## config.mk

```make
export PLATFORM = sky130hd
export DESIGN_NAME = pwm_dac_out
export DESIGN_NICKNAME = d
export VERILOG_FILES = /design/src/rtl/pwm_dac_out_pkg.sv /design/src/rtl/pwm_dac_out_amp_scale.sv /design/src/rtl/pwm_dac_out.sv
export SDC_FILE = /design/constraint.sdc
export NUM_CORES = 1
export LEC_CHECK = 0
export BUFFER_PORTS_ARGS = -buffer_cell sky130_fd_sc_hd__buf_2
export CORE_MARGIN = 5
export CORE_UTILIZATION = 49
export CTS_CLUSTER_SIZE = 25
export DETAILED_ROUTE_END_ITERATION = 10
export PLACE_DENSITY_LB_ADDON = 0.05
export REMOVE_ABC_BUFFERS = 1
export SYNTH_ARGS = -nofsm -noshare
export SYNTH_HDL_FRONTEND = slang
export SYNTH_SLANG_ARGS = --single-unit
```

## constraint.sdc

```tcl
create_clock -name clk -period 5.69 [get_ports clk]
set_input_delay 0.2845 -clock clk [delete_from_list [all_inputs] [get_ports clk]]
set_output_delay 0.2845 -clock clk [all_outputs]
set_load 0.01 [all_outputs]
```

## src/rtl/pwm_dac_out_pkg.sv

```systemverilog
// Shared constants for the function-generator output stage: sample width,
// midscale level and the attenuation encoding.
package pwm_dac_out_pkg;

  localparam int CNT_W = 8;
  localparam logic [CNT_W-1:0] MID_SCALE = 8'd128;

  typedef enum logic [1:0] {
    AMP_X1   = 2'd0,
    AMP_X1_2 = 2'd1,
    AMP_X1_4 = 2'd2,
    AMP_X1_8 = 2'd3
  } amp_e;

  // Offset that re-centres an attenuated sample so midscale stays at midscale.
  function automatic logic [CNT_W-1:0] mid_offset(input logic [1:0] amp);
    return MID_SCALE - (MID_SCALE >> amp);
  endfunction

endpackage

```

## src/rtl/pwm_dac_out_amp_scale.sv

```systemverilog
// Combinational attenuator: shrinks a sample toward midscale by 2^amp.
// The sum tops out at 255 for amp=0, so it never overflows 8 bits.
module amp_scale
  import pwm_dac_out_pkg::*;
(
  input  logic [CNT_W-1:0] sample,
  input  logic [1:0]       amp,
  output logic [CNT_W-1:0] level
);

  assign level = (sample >> amp) + mid_offset(amp);

endmodule

```

## src/rtl/pwm_dac_out.sv

```systemverilog
// 256-cycle PWM DAC. A new duty is computed from the latest sample and amp
// only at the period boundary, so the waveform never glitches mid-period.
module pwm_dac_out
  import pwm_dac_out_pkg::*;
#(
  parameter int CNT_W = 8
) (
  input  logic             clk,
  input  logic             rst,
  input  logic             en,
  input  logic [CNT_W-1:0] wave,
  input  logic             wave_valid,
  input  logic [1:0]       amp,
  output logic             pwm_out,
  output logic             period_start,
  output logic [CNT_W-1:0] duty,
  output logic             stale
);

  logic [CNT_W-1:0] cnt;
  logic [CNT_W-1:0] cnt_next;
  logic [CNT_W-1:0] sample;
  logic [CNT_W-1:0] act_sample;
  logic [CNT_W-1:0] load_sample;
  logic [CNT_W-1:0] load_level;
  logic [CNT_W-1:0] duty_next;
  amp_e             act_amp;
  logic             seen;
  logic             pwm_q;
  logic             load;

  assign load        = en && (cnt == '1);
  assign cnt_next    = cnt + 1'b1;
  assign load_sample = wave_valid ? wave : sample;

  amp_scale u_load_scale (
    .sample (load_sample),
    .amp    (amp),
    .level  (load_level)
  );

  // The active duty is derived from the pair latched at the last load.
  amp_scale u_active_scale (
    .sample (act_sample),
    .amp    (act_amp),
    .level  (duty)
  );

  // The compare for cnt==0 happens in the load cycle, so it must see the new duty.
  assign duty_next = load ? load_level : duty;

  always_ff @(posedge clk) begin
    if (rst) begin
      cnt        <= '1;
      sample     <= MID_SCALE;
      act_sample <= MID_SCALE;
      act_amp    <= AMP_X1;
      seen       <= 1'b0;
      stale      <= 1'b0;
      pwm_q      <= 1'b0;
    end else if (en) begin
      cnt   <= cnt_next;
      pwm_q <= (cnt_next < duty_next);
      if (wave_valid) begin
        sample <= wave;
      end
      if (load) begin
        act_sample <= load_sample;
        act_amp    <= amp_e'(amp);
        seen       <= 1'b0;
        stale      <= !seen && !wave_valid;
      end else if (wave_valid) begin
        seen <= 1'b1;
      end
    end
  end

  // pwm_q holds while paused so the waveform resumes exactly where it stopped.
  assign pwm_out      = pwm_q && en;
  assign period_start = en && (cnt == '0);

endmodule

```

==> results.md <==
* CTS tree: yes
* Min-Delay Startpoint: wave[0]
* Maximum clock rate at 0.275 GHz
* Fin area at 2650 sq um
* Average wire per standard cell at 13.9 um
* Rel. slew slack at 0.624
* Initial antenna violation count at 0
* Minimum hold slack at 0.272 ns
* Post-synth EDFFs at 0
* HP Class: input port to register
* Final Cycle Share at 0.639
* # Post-CTS Setup Buffers at 0
* Crit start category: input port
* Mapped cell area at roughly 2400 sq um
* Worst reg2reg startpoint: act_amp[0]$_SDFFE_PP0P_
* Final hold viol count at 0
* Final slew viol count at 0
* CP endpoint kind: register
* DR pass1 iterations at 4
* Initial cell density of the core at 0.509
* Hold depth at 3
* Library cells used by synthesis at between 40 and 50
* Fin crit period at around 3.6 ns
* Top cells by area, synth: dfxtp_1, ha_1, mux2i_1
* Number of buffers created by CTS at 5
* Core area at around 4800 sq um
* DP HPWL at 3990 um
* Finished Core Util at 0.554
* RSZ-0062 raised after global routing: no
* Final net count at ~350
* Most common cell in the netlist: nand2_1
* Initial DRC count at roughly 140
* Largest fanout on the critical path at 22
* Root Buffer: clkbuf_8
* Die Ht at 80.5 um
* Asr flop ratio synth at 0
* Max_cap viols at 0
* Leakage power at 1.14 nW
* Total die area at 6480 sq um
* GP Congestion at just over 0.8
* Setup TNS at 0 ns
* Hold endpoint: sample[0]$_SDFFE_PP0P_
* Reg2reg end: pwm_q$_SDFFE_PP0P_
* Yosys Warn Count at 0
* Routed vias at 2040
* Port-buffer cells at 24
* Post-synth top area cell: dfxtp_1
* Synth Register Bits at 29
* Peak supply drop at 180 uV
* GRT overflow at 0
* Predominant post-synthesis flop cell: dfxtp_1
* Area Growth Syn to Fin at 8.89%
* Slew @ Worst Pin at 0.564 ns
* Outcome: complete, no violations
* # DRC at 0
* Power Density at between 300 and 400 nW/um^2
* Mean Syn Cell Area at 8.17 sq um
* CTS resizes at 0
* Seq/Total Area, Yosys at 0.238
* WS Path Type: input port to register
* Hold Buf Count CTS at 0
* CTS clock-pin slew for the worst setup and hold paths at roughly 0.070 ns
* Worst-skew pair later-pin latency at about 0.28 ns
* CTS H-tree lvls at 2
* Reg2reg path depth at 14
* Via density at about 5.4
* Worst endpoint data arrival time at 3.80 ns
* Inserted Diodes at 0
* Post-route ant nets at 0
* Largest net degree at the start of global routing at 26
* Total Routing Usage GR at 0.176
* Worst Skew at 0.00886 ns
* Share of the synthesized area in the top cell type at 0.238
* Share of layout cells above drive strength 1 at 0.161
* Max Root-Sink Buffers at 2
* Placed Area at 2560 sq um
* Reg-to-reg setup timing slack at 2.06 ns
* Commonest cells post-synth: nand2_1, dfxtp_1, ha_1, a21oi_1, nor2_1
* Vias in the first global route at 1911
* Setup-failing EPs final at 0
* Sink Count at 29
* First-pass GRT wire length at 8910 um
* Total I/O pin count at 25
* Mapped Cells at 298
* Rows at 25
* Die W at 80.5 um
* Worst Path Required at 5.85 ns
* Routed WL at approximately 5200 um
[worst max-delay path by stage]
stage / start / to
floorplan: act_amp[0]$_SDFFE_PP0P_ / pwm_q$_SDFFE_PP0P_
global placement: wave_valid / pwm_q$_SDFFE_PP0P_
detailed placement: wave_valid / pwm_q$_SDFFE_PP0P_
CTS: wave_valid / pwm_q$_SDFFE_PP0P_
global route: act_amp[0]$_SDFFE_PP0P_ / pwm_q$_SDFFE_PP0P_
finish: wave_valid / pwm_q$_SDFFE_PP0P_
[cell families after synthesis]
family,Yosys count,share of synthesized area
adder cells (fa/ha/maj),26,0.134
multiplexers,29,0.151
flip-flops,29,0.238
AND/OR/NAND/NOR,101,0.190
buffers and inverters,33,0.0540
AO/OA/AOI/OAI,59,0.158
XOR/XNOR,21,0.0755
[sequential cells by signal, summed over array words and instances (netlist names)]
name,flops
pwm_q,1
sample,8
cnt,8
seen,1
act_amp,2
stale,1
act_sample,8
[power by group]
part           leakage (nW)  switching [W]  internal (W)
clock                0.0439      0.0000837     0.0000842
sequential            0.238      0.0000313      0.000227
combinational         0.856       0.000319      0.000275
[through the flow]
| stage | total power (W) | worst slack [ns] | std cells |
|---|---|---|---|
| 6_report | 0.00102 | 2.05 | 377 |
| 5_1_grt | 0.00113 | 1.74 | 377 |
| 4_1_cts | 0.00103 | 2.04 | 377 |
| 3_5_place_dp | 0.000858 | 1.75 | 369 |
| 3_3_place_gp | 0.000860 | 1.84 | 369 |
| 2_1_floorplan | 0.000696 | 2.26 | 277 |
[layout by cell type, fill, tap and decap left out, types with 2 or more instances in the layout]
| master | count |
|---|---|
| xnor2_1 | 12 |
| clkbuf_8 | 5 |
| nand2b_1 | 6 |
| clkinv_2 | 2 |
| o22ai_1 | 3 |
| mux4_2 | 5 |
| a211oi_1 | 7 |
| nor2_1 | 23 |
| o21bai_1 | 2 |
| mux2i_1 | 16 |
| and3_1 | 2 |
| nand4_1 | 4 |
| nand3_1 | 16 |
| dfxtp_1 | 29 |
| or3_1 | 2 |
| o21ai_0 | 11 |
| inv_1 | 11 |
| mux2_2 | 7 |
| buf_2 | 24 |
| o211ai_1 | 2 |
| a21oi_1 | 23 |
| nand2_1 | 36 |
| nor2b_1 | 2 |
| ha_1 | 26 |
| xor2_1 | 9 |
| nor3_1 | 5 |
[area by class of cell]
cell class | count | area, sq um
clock buffer | 5 | 68.8
clock inverter | 3 | 17.5
fill | 483 | 2130
inverter | 12 | 45.0
multi-input combinational | 236 | 1730
sequential | 29 | 581
tap | 67 | 83.8
timing repair buffer | 25 | 128
[worst max-delay path, stage by stage]
cell and delay, ns:
buf_2 0.39, mux2_2 0.41, o21ai_0 0.22, mux2i_1 0.12, ha_1 0.33, ha_1 0.35
a21oi_1 0.16, a2bb2oi_1 0.27, o311ai_4 0.14, xnor2_1 0.15, mux2i_1 0.09, ha_1 0.30
nand4_1 0.10, a211o_1 0.27, a21oi_1 0.11, o32ai_1 0.08
[metal layers]
metal,global-route usage,share of wire,up-vias
met5,0,0,-
met4,0.0642,0.019,0
met3,0.0336,0.039,8
met2,0.270,0.43,41
met1,0.244,0.51,915
li1,-,-,1076
(Power assumes the default switching activity.)
